**config.mk**
```make
export PLATFORM = sky130hd
export DESIGN_NAME = mem_arbiter
export DESIGN_NICKNAME = d
export VERILOG_FILES = /design/src/rtl/mem_arb_pkg.sv /design/src/rtl/mem_arb_pick.sv /design/src/rtl/mem_arbiter.sv
export SDC_FILE = /design/constraint.sdc
export NUM_CORES = 1
export LEC_CHECK = 0
export ABC_AREA = 1
export CAP_MARGIN = 10
export CORE_AREA = 2 2 205 207
export DETAILED_ROUTE_END_ITERATION = 7
export DIE_AREA = 0 0 207 209
export HOLD_SLACK_MARGIN = 0.06
export SYNTH_ARGS = -nofsm -noshare
export SYNTH_HDL_FRONTEND = slang
export SYNTH_SLANG_ARGS = --single-unit
```
**constraint.sdc**
```tcl
create_clock -name clk -period 1.5 [get_ports clk]
set_clock_uncertainty 0.05 [all_clocks]
set_input_delay 0.225 -clock clk [delete_from_list [all_inputs] [get_ports clk]]
set_output_delay 0.225 -clock clk [all_outputs]
set_load 0.005 [all_outputs]
```
**src/rtl/mem_arb_pkg.sv**
```systemverilog
// Shared types and constants for the IFU/LSU memory-port arbiter.
package mem_arb_pkg;

  typedef enum logic [1:0] {
    IDLE = 2'd0,
    REQ  = 2'd1,
    WAIT = 2'd2
  } state_e;

  typedef enum logic {
    OWN_IFU = 1'b0,
    OWN_LSU = 1'b1
  } owner_e;

  localparam logic [3:0] LEN_B = 4'd1;
  localparam logic [3:0] LEN_H = 4'd2;
  localparam logic [3:0] LEN_W = 4'd4;
  localparam logic [3:0] LEN_D = 4'd8;

endpackage

```
**src/rtl/mem_arb_pick.sv**
```systemverilog
// Two-way priority picker: LSU wins unless the IFU has been passed over
// starve_lim_i times in a row.
module mem_arb_pick (
  input  logic       en_i,
  input  logic       ifu_req_i,
  input  logic       lsu_req_i,
  input  logic [3:0] streak_i,
  input  logic [3:0] starve_lim_i,
  output logic       gnt_ifu_o,
  output logic       gnt_lsu_o
);

  logic ifu_wins;

  assign ifu_wins  = ifu_req_i & (~lsu_req_i | (streak_i == starve_lim_i));
  assign gnt_ifu_o = en_i & ifu_wins;
  assign gnt_lsu_o = en_i & lsu_req_i & ~ifu_wins;

endmodule

```
**src/rtl/mem_arbiter.sv**
```systemverilog
// Shares one memory port between instruction fetch and load/store, one
// transaction outstanding at a time, with fetch squash on redirect.
module mem_arbiter
  import mem_arb_pkg::*;
#(
  parameter int ADDR_W     = 64,
  parameter int DATA_W     = 64,
  parameter int STARVE_LIM = 4
) (
  input  logic              clk,
  input  logic              rstn,
  input  logic              ifu_req,
  input  logic [ADDR_W-1:0] ifu_addr,
  output logic              ifu_gnt,
  input  logic              ifu_flush,
  output logic              ifu_rvalid,
  output logic [DATA_W-1:0] ifu_rdata,
  input  logic              lsu_req,
  input  logic              lsu_wen,
  input  logic [ADDR_W-1:0] lsu_addr,
  input  logic [DATA_W-1:0] lsu_wdata,
  input  logic [3:0]        lsu_wlen,
  output logic              lsu_gnt,
  output logic              lsu_rvalid,
  output logic [DATA_W-1:0] lsu_rdata,
  output logic              mem_req_valid,
  input  logic              mem_req_ready,
  output logic [ADDR_W-1:0] mem_addr,
  output logic [DATA_W-1:0] mem_wdata,
  output logic [3:0]        mem_wlen,
  output logic              mem_wen,
  input  logic              mem_resp_valid,
  input  logic [DATA_W-1:0] mem_rdata
);

  localparam logic [3:0] LIM = 4'(STARVE_LIM);

  state_e            state_q;
  owner_e            owner_q;
  logic [3:0]        streak_q;
  logic              drop_q;
  logic              mem_req_valid_q;
  logic [ADDR_W-1:0] mem_addr_q;
  logic [DATA_W-1:0] mem_wdata_q;
  logic [3:0]        mem_wlen_q;
  logic              mem_wen_q;
  logic              ifu_rvalid_q;
  logic              lsu_rvalid_q;
  logic [DATA_W-1:0] ifu_rdata_q;
  logic [DATA_W-1:0] lsu_rdata_q;
  logic              pick_ifu;
  logic              pick_lsu;

  mem_arb_pick u_pick (
    .en_i         (state_q == IDLE),
    .ifu_req_i    (ifu_req),
    .lsu_req_i    (lsu_req),
    .streak_i     (streak_q),
    .starve_lim_i (LIM),
    .gnt_ifu_o    (pick_ifu),
    .gnt_lsu_o    (pick_lsu)
  );

  // Grants are masked while reset is held so no requester sees an acceptance
  // that was never latched.
  assign ifu_gnt       = pick_ifu & rstn;
  assign lsu_gnt       = pick_lsu & rstn;
  assign mem_req_valid = mem_req_valid_q;
  assign mem_addr      = mem_addr_q;
  assign mem_wdata     = mem_wdata_q;
  assign mem_wlen      = mem_wlen_q;
  assign mem_wen       = mem_wen_q;
  assign ifu_rvalid    = ifu_rvalid_q;
  assign ifu_rdata     = ifu_rdata_q;
  assign lsu_rvalid    = lsu_rvalid_q;
  assign lsu_rdata     = lsu_rdata_q;

  always_ff @(posedge clk or negedge rstn) begin
    if (!rstn) begin
      state_q         <= IDLE;
      owner_q         <= OWN_IFU;
      streak_q        <= '0;
      drop_q          <= 1'b0;
      mem_req_valid_q <= 1'b0;
      mem_addr_q      <= '0;
      mem_wdata_q     <= '0;
      mem_wlen_q      <= '0;
      mem_wen_q       <= 1'b0;
      ifu_rvalid_q    <= 1'b0;
      lsu_rvalid_q    <= 1'b0;
      ifu_rdata_q     <= '0;
      lsu_rdata_q     <= '0;
    end else begin
      ifu_rvalid_q <= 1'b0;
      lsu_rvalid_q <= 1'b0;
      unique case (state_q)
        IDLE: begin
          drop_q <= 1'b0;
          if (pick_ifu) begin
            owner_q         <= OWN_IFU;
            mem_addr_q      <= ifu_addr;
            mem_wdata_q     <= '0;
            mem_wlen_q      <= LEN_D;
            mem_wen_q       <= 1'b0;
            streak_q        <= '0;
            drop_q          <= ifu_flush;
            mem_req_valid_q <= 1'b1;
            state_q         <= REQ;
          end else if (pick_lsu) begin
            owner_q         <= OWN_LSU;
            mem_addr_q      <= lsu_addr;
            mem_wdata_q     <= lsu_wdata;
            mem_wlen_q      <= lsu_wlen;
            mem_wen_q       <= lsu_wen;
            streak_q        <= ifu_req ? streak_q + 4'd1 : 4'd0;
            mem_req_valid_q <= 1'b1;
            state_q         <= REQ;
          end
        end
        REQ: begin
          if (owner_q == OWN_IFU && ifu_flush) drop_q <= 1'b1;
          if (mem_req_ready) begin
            mem_req_valid_q <= 1'b0;
            state_q         <= WAIT;
          end
        end
        WAIT: begin
          if (owner_q == OWN_IFU && ifu_flush) drop_q <= 1'b1;
          if (mem_resp_valid) begin
            if (owner_q == OWN_LSU) begin
              lsu_rvalid_q <= 1'b1;
              lsu_rdata_q  <= mem_wen_q ? '0 : mem_rdata;
            end else if (!(drop_q || ifu_flush)) begin
              // a flush arriving with the response still squashes it
              ifu_rvalid_q <= 1'b1;
              ifu_rdata_q  <= mem_rdata;
            end
            drop_q  <= 1'b0;
            state_q <= IDLE;
          end
        end
        default: state_q <= IDLE;
      endcase
    end
  end

endmodule

```
==> run_results.csv <==
group,metric,value,unit
clock_network,clk_pin_slew,0.06,ns
critical_path,crit_arrival,1.69,ns
synth,yosysSeqAreaShare,56.06,%
die,die_h,209,um
timing,fmax,0.5090,GHz
synth,syn_avg_cell_area,8.171,um2
critical_path,crit_path_frequent_cell,"nand2_4",
power,power_density,1892,nW/um2
synth,yosysWarnings,0,
synth,synth.distinct_cells,25,
critical_path,crit_required,1.22,ns
clock_network,clk_latency,0.57,ns
critical_path,cp_cell_sequence,"inv_2, ha_4, nand3_4, nand2_4, nand2_4, nand2_4, nor2_2, buf_2",
power,ir_drop,0.9087,mV
grt,grt_usage,23.15,%
clock_network,cts_root_buf,"clkbuf_16",
die,die_width,207,um
critical_path,path_class,"flop to output port",
critical_path,crit_family,"flip-flops",
critical_path,cp_max_fo,4,
power,power,0.04373,W
grt,antenna_found_initial,1,
drt,drtPass1Iterations,5,
placement,place_area,18260,um2
critical_path,max_stage_delay,0.40,ns
synth,syn_inst,1486,
run_status,run_status,"finished with violations",
cells_and_area,drive_gt1_share,27.33,%
timing,layout_setup_ws,-0.4648,ns
critical_path,cp-end-kind,"output port",
timing,setup-tns-final,-71.95,ns
run_status,violations,"setup timing",
critical_path,path_buf_inv,2,
min_path,hold_path_class,"primary input to flop",
cells_and_area,fin_util,55.99,%
clock_network,cts_tree,"built",
critical_path,start_kind,"flop",
timing,hold_viol_final,0,
cells_and_area,final_area,23120,um2
timing,period_needed,1.965,ns
drt,postRouteAntennaNets,0,
timing,worstMarginPinSlew,1.210,ns
die,num_io_pins,534,
job,maxCapViolCount,0,
synth,syn_area,12140,um2
synth,synthTopCellsByArea,"dfrtp_1, nand2_1, nand3_1",
placement,port_buffers,533,
synth,synth_top_area_share,56.06,%
grt,overflow,0,
timing,rsz0062_at_grt,"true",
die,die_area,43260,um2
die,initial_core_util,29.41,%
clock_network,cts_max_level,1,
grt,first_global_vias,13510,
clock_network,clock_sinks,272,
synth,ys_ff_latch,272,
timing,slew_viol_final,0,
drt,drt_iter0_markers,778,
power,p_leak,11.67,nW
critical_path,slowest_stage,"dfrtp_1",
timing,relSlewSlack,19.30,%
placement,gp_congestion,0.8403,
drt,via_count,13470,
placement,dp_hpwl,30730,um
grt,grt_pass1_wl,79640,um
synth,yosys.area.top_type,"dfrtp_1",
clock_network,cts_buffers,31,
die,core-area,41290,um2
synth,synth_fp_nets,1760,
timing,hold_ws,0.1654,ns
drt,viasPerCell,4.948,
die,placementRows,75,
timing,finalCritPeriodShare,131.0,%
drt,wl,55850,um
cells_and_area,nets,2435,
drt,drc,0,
timing,finalSetupViolCount,284,
clock_network,ctsLongestPathBuffers,3,
drt,wire_per_inst,20.52,um
cells_and_area,syn_to_final_growth,90.40,%
grt,grt_max_degree,165,
[placed cells by master, fill, tap and decap left out, drive strengths merged, types with 4 or more instances in the layout]
| cell | count |
|---|---|
| clkbuf | 58 |
| inv | 146 |
| clkdlybuf4s15 | 207 |
| o21ai | 71 |
| dfrtp | 272 |
| nand4 | 68 |
| nor2 | 7 |
| clkinvlp | 6 |
| buf | 210 |
| nand2 | 599 |
| clkinv | 4 |
| nand3 | 201 |
| ha | 6 |
| clkdlybuf4s50 | 265 |
| dlygate4sd2 | 44 |
| bufinv | 5 |
[routing by layer]
layer  vias up  share of wire, %  global-route usage (%)
met2       685                49                   39.30
met3       132               8.2                   5.470
met4         0               3.7                   7.931
li1       6084                 -                       -
met5         -                 0                       0
met1      6568                39                   28.90
[final cells by class]
| class | count | area [um2] |
|---|---|---|
| antenna | 2 | 5.005 |
| clock buffer | 39 | 845.8 |
| clock inverter | 14 | 217.7 |
| fill | 3565 | 18170 |
| inverter | 145 | 564.3 |
| multi-input combinational | 962 | 5530 |
| sequential | 272 | 6807 |
| tap | 539 | 674.4 |
| timing repair buffer | 747 | 8451 |
| timing repair inverter | 2 | 22.52 |
[logic make-up after synthesis]
logic type      count (synthesis)  share of synthesized area [%]
compound gates                 78                          3.360
xor+xnor                        1                        0.07215
fa+ha+maj                       6                         0.6183
buf+inv                       252                          9.182
flops                         272                          56.06
simple gates                  877                          30.71
[path summary, 6_finish.rpt]
path                                           startpoint                         to  slack, ns  cells after the start
max in group asynchronous                            rstn   ifu_rdata[1]$_DFFE_PN0P_       0.08                      3
worst min-delay path                        lsu_wdata[16]  mem_wdata[16]$_DFFE_PN0P_       0.17                      3
min in group asynchronous                            rstn    streak_q[3]$_DFFE_PN0P_       0.27                      3
worst max-delay path              streak_q[1]$_DFFE_PN0P_                    lsu_gnt      -0.46                      8
worst min register to register  ifu_rdata[42]$_DFFE_PN0P_  ifu_rdata[42]$_DFFE_PN0P_       0.43                      2
worst max register to register     state_q[0]$_DFFE_PN0P_  ifu_rdata[18]$_DFFE_PN0P_      -0.40                     12
[worst reg2reg max path, delay by kind of cell (launching register included)]
kind                       cells  cell delay [ns]
adders and majority gates      1             0.17
buffers and inverters          8             1.02
DFF                            1             0.36
and+or+nand+nor                3             0.24
[per-stage QoR]
step	instances	setup WS, ns
floorplan	1486	0.003564
global placement	2510	-0.5063
detailed placement	2510	-0.5197
CTS	2693	-0.4691
global route	2721	-0.5370
finish	2722	-0.4648
[registers in the layout (all words and copies together) (netlist names), 2 cells and up]
signal / cells
mem_wlen: 4
mem_addr: 64
state_q: 2
ifu_rdata: 64
mem_wdata: 64
lsu_rdata: 64
streak_q: 4
[power by group]
| group | total [W] | switching (W) | internal [W] |
|---|---|---|---|
| clock network | 0.00808 | 0.00325 | 0.00483 |
| registers | 0.0131 | 0.00236 | 0.0108 |
| logic | 0.0225 | 0.0106 | 0.0120 |
[cell usage after synthesis]
| master | n |
|---|---|
| a21oi_1 | 3 |
| buf_1 | 8 |
| buf_2 | 30 |
| buf_4 | 23 |
| buf_6 | 6 |
| clkbuf_1 | 40 |
| clkinv_1 | 1 |
| dfrtp_1 | 272 |
| ha_1 | 6 |
| inv_1 | 142 |
| inv_2 | 2 |
| nand2_1 | 597 |
| nand2_2 | 2 |
| nand3_1 | 200 |
| nand3_2 | 1 |
| nand4_1 | 68 |
| nor2_1 | 7 |
| o211ai_1 | 1 |
| o21ai_0 | 68 |
| o21ai_1 | 2 |
| o21ai_4 | 1 |
| o22ai_1 | 3 |
| or2_0 | 1 |
| or2_2 | 1 |
| xor2_1 | 1 |
[what timing repair did]
item | CTS | global route
endpoints found under the hold margin | 272 | 0
buffers inserted | 96 | 20
gates resized for setup | 800 | 286
endpoints found under the setup margin | 537 | 364
hold buffers | 1 | 0
gates cloned | 35 | 26
pin swaps | 134 | 106
(Power assumes the default switching activity.)
